==> config.mk <==
export PLATFORM = sky130hd
export DESIGN_NAME = lfsr_period_meter
export DESIGN_NICKNAME = d
export VERILOG_FILES = /design/src/rtl/lfsr_period_meter.sv
export SDC_FILE = /design/constraint.sdc
export NUM_CORES = 1
export LEC_CHECK = 0
export CAP_MARGIN = 15
export CORE_ASPECT_RATIO = 0.9
export CORE_MARGIN = 1
export CORE_UTILIZATION = 35
export DETAILED_ROUTE_END_ITERATION = 12
export SYNTH_ARGS = -nofsm -noshare
export SYNTH_HDL_FRONTEND = slang
export SYNTH_SLANG_ARGS = --single-unit
==> constraint.sdc <==
create_clock -name clock -period 5.05 [get_ports clock]
set_input_delay 0.505 -clock clock [delete_from_list [all_inputs] [get_ports clock]]
set_output_delay 0.505 -clock clock [all_outputs]
set_load 0.005 [all_outputs]
==> src/rtl/lfsr_period_meter.sv <==
// Measures the recurrence period of a sampled generator state, plus the ones count, zero lock-up and timeout flags.
// Define LFSR_PERIOD_METER_ONES_COUNT_EN to build the ones accumulator; otherwise ones_count is tied to 0.
module lfsr_period_meter #(
   parameter int DATA_W = 8,
   parameter int CNT_W  = 10
) (
   input  logic              clock,
   input  logic              reset,
   input  logic              start,
   input  logic              in_valid,
   input  logic [DATA_W-1:0] in_state,
   output logic              busy,
   output logic              done,
   output logic [CNT_W-1:0]  period,
   output logic [CNT_W-1:0]  ones_count,
   output logic              zero_seen,
   output logic              timeout
);
   typedef enum logic [1:0] {IDLE, ARM, MEASURE, DONE} state_t;
   localparam logic [CNT_W-1:0] CNT_MAX = '1;

   state_t            state_q, state_d;
   logic [DATA_W-1:0] ref_q, ref_d;
   logic [CNT_W-1:0]  cnt_q, cnt_d;
   logic [CNT_W-1:0]  period_q, period_d;
   logic              zero_seen_q, zero_seen_d;
   logic              timeout_q, timeout_d;
   logic              busy_q, busy_d;
   logic              done_q, done_d;

   logic              arm_take, meas_take, match, hit_limit;
   logic [CNT_W-1:0]  cnt_inc;

   // A start in the same cycle as a valid sample wins; that sample is dropped.
   assign arm_take  = !start && (state_q == ARM) && in_valid;
   assign meas_take = !start && (state_q == MEASURE) && in_valid;
   assign cnt_inc   = cnt_q + 1'b1;
   assign match     = (in_state == ref_q);
   assign hit_limit = (cnt_inc == CNT_MAX);

   always_comb begin
      state_d     = state_q;
      ref_d       = ref_q;
      cnt_d       = cnt_q;
      period_d    = period_q;
      zero_seen_d = zero_seen_q;
      timeout_d   = timeout_q;
      if (start) begin
         state_d     = ARM;
         cnt_d       = '0;
         period_d    = '0;
         zero_seen_d = 1'b0;
         timeout_d   = 1'b0;
      end else if (arm_take) begin
         ref_d   = in_state;
         cnt_d   = '0;
         state_d = MEASURE;
         if (in_state == '0) zero_seen_d = 1'b1;
      end else if (meas_take) begin
         cnt_d = cnt_inc;
         if (match) begin
            period_d = cnt_inc;
            state_d  = DONE;
         end else begin
            if (in_state == '0) zero_seen_d = 1'b1;
            if (hit_limit) begin
               timeout_d = 1'b1;
               period_d  = '0;
               state_d   = DONE;
            end
         end
      end else if (state_q == DONE) begin
         state_d = IDLE;
      end
      busy_d = (state_d == ARM) || (state_d == MEASURE);
      done_d = (state_d == DONE);
   end

   always_ff @(posedge clock) begin
      if (reset) begin
         state_q     <= IDLE;
         ref_q       <= '0;
         cnt_q       <= '0;
         period_q    <= '0;
         zero_seen_q <= 1'b0;
         timeout_q   <= 1'b0;
         busy_q      <= 1'b0;
         done_q      <= 1'b0;
      end else begin
         state_q     <= state_d;
         ref_q       <= ref_d;
         cnt_q       <= cnt_d;
         period_q    <= period_d;
         zero_seen_q <= zero_seen_d;
         timeout_q   <= timeout_d;
         busy_q      <= busy_d;
         done_q      <= done_d;
      end
   end

`ifdef LFSR_PERIOD_METER_ONES_COUNT_EN
   logic [CNT_W-1:0] ones_acc_q, ones_acc_d;
   logic [CNT_W-1:0] ones_q, ones_d;

   always_comb begin
      ones_acc_d = ones_acc_q;
      ones_d     = ones_q;
      if (start) begin
         ones_acc_d = '0;
         ones_d     = '0;
      end else if (arm_take) begin
         ones_acc_d = {{(CNT_W-1){1'b0}}, in_state[0]};
      end else if (meas_take) begin
         if (match) ones_d = ones_acc_q;
         else if (hit_limit) ones_d = '0;
         else ones_acc_d = ones_acc_q + {{(CNT_W-1){1'b0}}, in_state[0]};
      end
   end

   always_ff @(posedge clock) begin
      if (reset) begin
         ones_acc_q <= '0;
         ones_q     <= '0;
      end else begin
         ones_acc_q <= ones_acc_d;
         ones_q     <= ones_d;
      end
   end

   assign ones_count = ones_q;
`else
   assign ones_count = '0;
`endif

   assign busy      = busy_q;
   assign done      = done_q;
   assign period    = period_q;
   assign zero_seen = zero_seen_q;
   assign timeout   = timeout_q;
endmodule

== After elaboration in Yosys (flattened, before gate mapping) ==
Cells that the tools add are included.
Storage, ports and cells
  flip-flop bits (word level): 34
  latch bits: 0
  bits in writable memories: 0
  memory bits (read-only): 0
  input bits: 12
  output and inout port bits: 24
  word-level logic and storage cells: 48
  memories kept: 0
Operators by class
  $add $sub $neg: 1
  multiply operators: 0
  div/mod/pow operators: 0
  $lt $le $gt $ge: 0
  eq/ne operators: 9
  shifts and indexed selects: 0
  multiplexer cells: 12
  bitwise logic cells: 3
  reduce and logical (&&, ||, !) cells: 15
Operators with widths (number)
  2-to-1 mux 10 bit: 2
  2-to-1 mux 2 bit: 6
  adder 10 x 1 -> 10 bit, second input constant: 1
  == test 10 bit, second input constant: 1
  == test 2 bit, second input constant: 4
  == test 8 bit: 1
  logical NOT 8 bit: 1
  == test 2 x 1 -> 1 bit, second input constant: 2
  logical AND 1 bit: 4
  2-to-1 mux 1 bit: 4
  AND reduction 2 bit: 2
  AND reduction 4 bit: 1
  nonzero test 2 bit: 2
  NOT 1 bit: 3
  AND reduction 3 bit: 1
  OR reduction 3 bit: 1
  != test 2 bit, second input constant: 1
  OR reduction 2 bit: 1
  logical NOT 1 bit: 1
  logical OR 1 bit: 1

== Longest topological paths before layout ==
Gate-level depths: netlist of the first run.
  word-level depth: 9
  mapped depth: 9
  mapped depth without buffers: 9

== Worst setup path before layout of the first run ==
OpenSTA, ideal clock, no wires.
  path type: reg-to-reg
  from: register cnt_q[0]
  to: register busy_q (netlist: busy)
  library setup time: 0.114 ns
  arrival: 2.206 ns
  data required time: 4.936 ns
  path slack: 2.730 ns
  stages on the path, launching flop included: 10
  buffers on the path: 0
  period minus slack after synthesis: 2.320 ns
  path through: dfxtp_1 ha_1 nand3_2 or3_1 a211oi_2 o211ai_4 a21o_1 nand2_1 ha_1 nor2b_1
On the way
  longest elaborated chain between the ends: 9
  elaborated cells between the ends (all ways): 10
  those cells by class: add/sub: 1; eq/ne: 3; mux: 5; reduce/logical: 1
RTL lines
  from (decl): RTL line 24  | logic [CNT_W-1:0] cnt_q, cnt_d;
  from (signal assigned): RTL line 92  | cnt_q <= cnt_d;
  adder 10 x 1 -> 10 bit *: RTL line 37  | assign cnt_inc = cnt_q + 1'b1;
  == test 10 bit *: RTL line 39  | assign hit_limit = (cnt_inc == CNT_MAX);
  2-to-1 mux 2 bit *: RTL line 66  | if (hit_limit) begin
  2-to-1 mux 2 bit *: RTL line 61  | if (match) begin
  2-to-1 mux 2 bit *: RTL line 59  | end else if (meas_take) begin
  2-to-1 mux 2 bit *: RTL line 54  | end else if (arm_take) begin
  2-to-1 mux 2 bit *: RTL line 48  | if (start) begin
  named net state_d[0]: RTL line 22  | state_t state_q, state_d;
  == test 2 x 1 -> 1 bit / == test 2 bit (equally long branches): RTL line 75  | busy_d = (state_d == ARM) || (state_d == MEASURE);
  logical OR 1 bit *: RTL line 75
  named net busy_d: RTL line 28  | logic busy_q, busy_d;
  to (signal assigned): RTL line 96  | busy_q <= busy_d;
  to (decl): RTL line 28
Mark *: on every way through the listed nets, which the timed path passes. The rest lies on a longest branch.
A chain may end at the register's enable or synchronous reset.

== Final worst setup path of the first run ==
Ends and elaborated chain as after synthesis.

==> flow_summary.ini, run 1 <==
[status]
status = finished clean

[sta]
rsz0062_at_grt = no
hold-worst-slack_ns = 0.4640
finalWorstSetupSlack_ns = 2.452
fmax_mhz = 384.9
skew_ns = 0.003039
finalCriticalPeriod_ns = 2.598
hold_viol_final = 0
drv_slew = 0
worst_slew_pin_slew_ns = 0.5830
slew_headroom = 0.6099
finalSetupViolations = 0
final.period_utilization = 0.5145
fin_tns_setup_ns = 0

[cts]
htree_levels = 2
cts_tree = yes
ctsResizeCount = 0
cts_root_buf = clkbuf_8
cts.sinks = 34
postCtsHoldBufs = 0
clk_latency_ns = 0.28
post_cts_buffers = 0
clockBufferDepth = 2
cts.clk_slew.worst_paths_ns = 0.07
cts_buffers = 5

[power_and_ir_drop]
leakagePower_nw = 0.6763
peakVddDrop_mv = 0.09274
p_per_area_mw_per_mm2 = 242.3

[placement]
placement.io_buffers = 25
pre_cts_ws_ns = 2.397
place_congestion = 0.7569
hpwl_um = 2608

[setup_path]
cp.arrival_ns = 2.75
crit_slowest_cell = or4b_1
slowest_delay_ns = 0.48
timing.rr.start = cnt_q[0]
rrSetupSlack_ns = 2.45
cp-start-kind = flop
cp-end-kind = flop
ff2ff_path_depth = 9
cp_cell_sequence = ha_1 -> nand2_1 -> or4b_1 -> a21oi_1 -> o211ai_4 -> a21o_1 -> nand2_1 -> ha_1 -> nor2b_1
r2r_end = busy
path_max_fanout = 8
critical_path_class = flop to flop
critPathRequiredTime_ns = 5.20

[global_route]
grt_max_degree = 18
antenna_found_initial = 0
grt_pass1_vias = 1259
grt_first_pass_wirelength_um = 6030
grt_overflow = 0
grt_util_all_layers = 0.1428

[floorplanning]
start_util = 0.3670
die_y_um = 69.76
rows = 24
die-width_um = 77.29
die_area_sq_mm = 0.005391
core_sq_mm = 0.004865
ioPinCount = 36

[job]
cap_viol_max_count = 0

[cells_and_area]
drive_above_1_share = 0.06639
fin_nets = 255
multi_input_area_sq_mm = 0.001002
antennaDiodeCount = 0
area_growth_pct = 18.78
num-fill-cells = 505
regArea_sq_um = 680.7
final_cell_mix = nand2_1 (34), dfxtp_1 (34), clkdlybuf4s50_1 (25), a21oi_1 (22), nor2_1 (17)

[synth]
yosysSeqAreaShare = 0.3812
netlist_area_sq_mm = 0.001785
synth_edf_count = 0
synth.avg_cell_area_sq_um = 8.153
yosysUniqueCellTypes = 38
synth_top_area_frac = 0.3812
ys_ff_latch = 34
synthFlopType = dfxtp_1
synth_area_leaders = dfxtp_1 (38%), nand2_1 (7.1%), xor2_1 (6.4%)
netlist_instances = 219
synth_top_cell_by_area = dfxtp_1
async_reset_ff_frac = 0
yosysWarnings = 0

[routing]
wl_per_cell_um = 11.84
drt_wl_total_um = 3622
ant_nets = 0
vias = 1439
routed_via_density = 4.703
dr.pass1.iters = 4
drt_iter0_markers = 93
drc = 0

[worst_hold_path]
min_from = period[5]
holdPathStages = 2
worst_hold_path.endpoint = period[5]
hp-class = flop to flop
logic make-up after synthesis:
| family | Yosys count | share of synthesized area |
|---|---|---|
| other | 1 | 0.002100 |
| buffers and inverters | 24 | 0.07638 |
| DFF | 34 | 0.3812 |
| adders and majority gates | 3 | 0.02103 |
| and+or+nand+nor | 92 | 0.2537 |
| AOI/OAI and AO/OA | 41 | 0.1479 |
| xor gates and xnor gates | 24 | 0.1177 |
state kept, by name, summed over array words and instances (netlist names):
signal	count
state_q	2
done	1
busy	1
ref_q	8
period	10
zero_seen	1
timeout	1
cnt_q	10
cell type report:
type	count	share of cell area
multi-input combinational	170	0.4726
sequential	34	0.3209
timing repair buffer	25	0.1180
clock buffer	7	0.04071
tap	65	0.03835
inverter	4	0.007080
clock inverter	1	0.002360
synth_stat cells, types with 2 or more instances:
cell	number
nand3b_1	4
o21ai_0	5
nor2_1	17
a22oi_1	2
buf_4	12
a21oi_1	22
nor2b_1	3
clkbuf_1	7
or3_1	4
dfxtp_1	34
ha_1	3
nand3_1	6
nand4_1	3
nand3_2	2
nor4_1	4
nand2b_1	2
o22ai_1	4
xor2_1	13
nor3_1	5
inv_1	4
nand2_1	34
or2_2	3
xnor2_1	11
metal layers:
layer | track usage | up-vias | routed length (um)
li1 | - | 763 | -
met1 | 0.2110 | 643 | 1954
met2 | 0.1957 | 28 | 1483
met3 | 0.02632 | 5 | 115
met4 | 0.06918 | 0 | 68
met5 | 0 | - | 0
worst max-delay path: cells and delay by family (launching register included):
family	cells	cell delay, ns
and+or+nand+nor	4	0.81
AOI/OAI and AO/OA	3	0.63
adders and majority gates	2	0.55
DFF	1	0.47
power breakdown:
part	internal [mW]	switching (mW)	leakage, nW	total [mW]
Clock	0.110	0.0980	0.0482	0.208
Combinational	0.0151	0.0176	0.353	0.0327
Sequential	0.271	0.00188	0.275	0.273
Total	0.396	0.118	0.676	0.514
metrics by stage:
step	power (mW)	utilization	area, sq um	std cells
after floorplan	0.3010	-	1819	228
after global placement	0.3117	0.4172	2029	298
after detailed placement	0.3119	0.4172	2029	298
after CTS	0.5204	0.4360	2121	306
after global routing	0.5355	0.4360	2121	306
final	0.5138	0.4360	2121	306
worst max-delay path by stage:
stage / from / endpoint / cells after the start
6_report: cnt_q[0] / busy / 9
5_1_grt: cnt_q[0] / busy / 9
4_1_cts: cnt_q[0] / busy / 9
3_5_place_dp: in_state[5] / busy / 8
3_3_place_gp: in_state[5] / busy / 8
2_1_floorplan: cnt_q[0] / busy / 9
Power figures use the tool's default switching activity.
==> run 2: changes to the inputs <==
- clock period: 5.05 -> 2.6 ns (I/O delays scaled with it)
==> run 2 against run 1 <==
Effect of this change: worst setup slack worse by 2.3 ns; combinational power is 100% higher; final cell count is 2.0% higher; worst hold slack worse by 0.0095 ns; wire length is 1.5% lower; first-iteration DRC count is 25% lower; total power is 95% higher; critical path depth stayed put; fmax is 7.5% higher; register-to-register slack worse by 2.3 ns.
==> flow_summary.ini, run 2 (same netlist as run 1, synthesis figures left out) <==
[status]
status = finished clean

[sta]
worst_slew_pin_slew_ns = 0.5596
fmax_mhz = 413.8
hold_viol_final = 0
skew_ns = 0.006803
hold-worst-slack_ns = 0.4544
rsz0062_at_grt = no
drv_slew = 0
finalCriticalPeriod_ns = 2.417
fin_tns_setup_ns = 0
slew_headroom = 0.6256
finalSetupViolations = 0
final.period_utilization = 0.9295

[global_route]
grt_pass1_vias = 1298
grt_first_pass_wirelength_um = 6134
grt_max_degree = 18
antenna_found_initial = 0
grt_util_all_layers = 0.1446
grt_overflow = 0

[routing]
dr.pass1.iters = 4
ant_nets = 0
drc = 0
drt_wl_total_um = 3567
drt_iter0_markers = 70
vias = 1470
routed_via_density = 4.712
wl_per_cell_um = 11.43

[cells_and_area]
num-fill-cells = 486
fin_nets = 261
antennaDiodeCount = 0
multi_input_area_sq_mm = 0.001002
drive_above_1_share = 0.08907
area_growth_pct = 21.30
regArea_sq_um = 680.7
final_cell_mix = nand2_1 (34), dfxtp_1 (34), clkdlybuf4s50_1 (25), a21oi_1 (22), nor2_1 (17)

[job]
cap_viol_max_count = 0

[power_and_ir_drop]
peakVddDrop_mv = 0.2152
leakagePower_nw = 0.7055
p_per_area_mw_per_mm2 = 461.5

[cts]
post_cts_buffers = 0
cts_buffers = 5
cts.clk_slew.worst_paths_ns = 0.07
cts.sinks = 34
htree_levels = 2
clockBufferDepth = 2
cts_tree = yes
cts_root_buf = clkbuf_8
postCtsHoldBufs = 0
ctsResizeCount = 0
clk_latency_ns = 0.29

[placement]
placement.io_buffers = 25
hpwl_um = 2724
place_congestion = 0.8261

[setup_path]
cp-end-kind = flop
critical_path_class = flop to flop
rrSetupSlack_ns = 0.18
critPathRequiredTime_ns = 2.78
cp-start-kind = flop
cp.arrival_ns = 2.59
path_max_fanout = 6

[worst_hold_path]
hp-class = flop to flop

[floorplanning]
die-width_um = 77.29
start_util = 0.3670
core_sq_mm = 0.004865
die_area_sq_mm = 0.005391
die_y_um = 69.76
ioPinCount = 36
rows = 24
run 2: layout make-up:
class / count / share of cell area
Clock buffer: 7 / 0.03986
Clock inverter: 1 / 0.002311
Timing Repair Buffer: 31 / 0.1363
Tap cell: 65 / 0.03755
Inverter: 4 / 0.006932
Multi-Input combinational cell: 170 / 0.4627
Sequential cell: 34 / 0.3143
run 2: worst paths after layout:
kind,startpoint,endpoint,cells past startpoint
worst min-delay path,period[5],period[5],2
worst min register to register,period[5],period[5],2
worst max register to register,cnt_q[1],busy,9
worst max-delay path,cnt_q[1],busy,9
run 2: routing by layer:
layer	share of wire	routed length [um]	track usage	up-vias
met5	0	0	0	-
met4	0.016	58	0.05660	0
met3	0.040	141	0.03421	7
met2	0.42	1483	0.2045	35
met1	0.53	1885	0.2091	652
li1	-	-	-	776
run 2: power breakdown:
| group | switching (mW) | internal (mW) |
|---|---|---|
| Combinational | 0.0343 | 0.0314 |
| Clock | 0.190 | 0.214 |
| Sequential | 0.00340 | 0.527 |
run 2: worst max-delay path: stages, from the launching register on:
cell	delay (ns)
dfxtp_1	0.43
ha_1	0.32
nand3_2	0.16
or3_1	0.37
a211oi_2	0.30
o211ai_4	0.11
a21o_1	0.20
nand2_1	0.08
ha_1	0.22
nor2b_1	0.12
run 2: metrics by stage:
step	cells	power (mW)	instance area, sq um	worst slack (ns)	utilization
after floorplan	228	0.5847	1819	0.2799	-
after global placement	304	0.6082	2074	0.2641	0.4264
after detailed placement	304	0.6079	2074	0.2074	0.4264
after CTS	312	1.012	2166	0.1898	0.4452
after global routing	312	1.043	2166	0.007589	0.4452
final	312	0.9996	2166	0.1833	0.4452
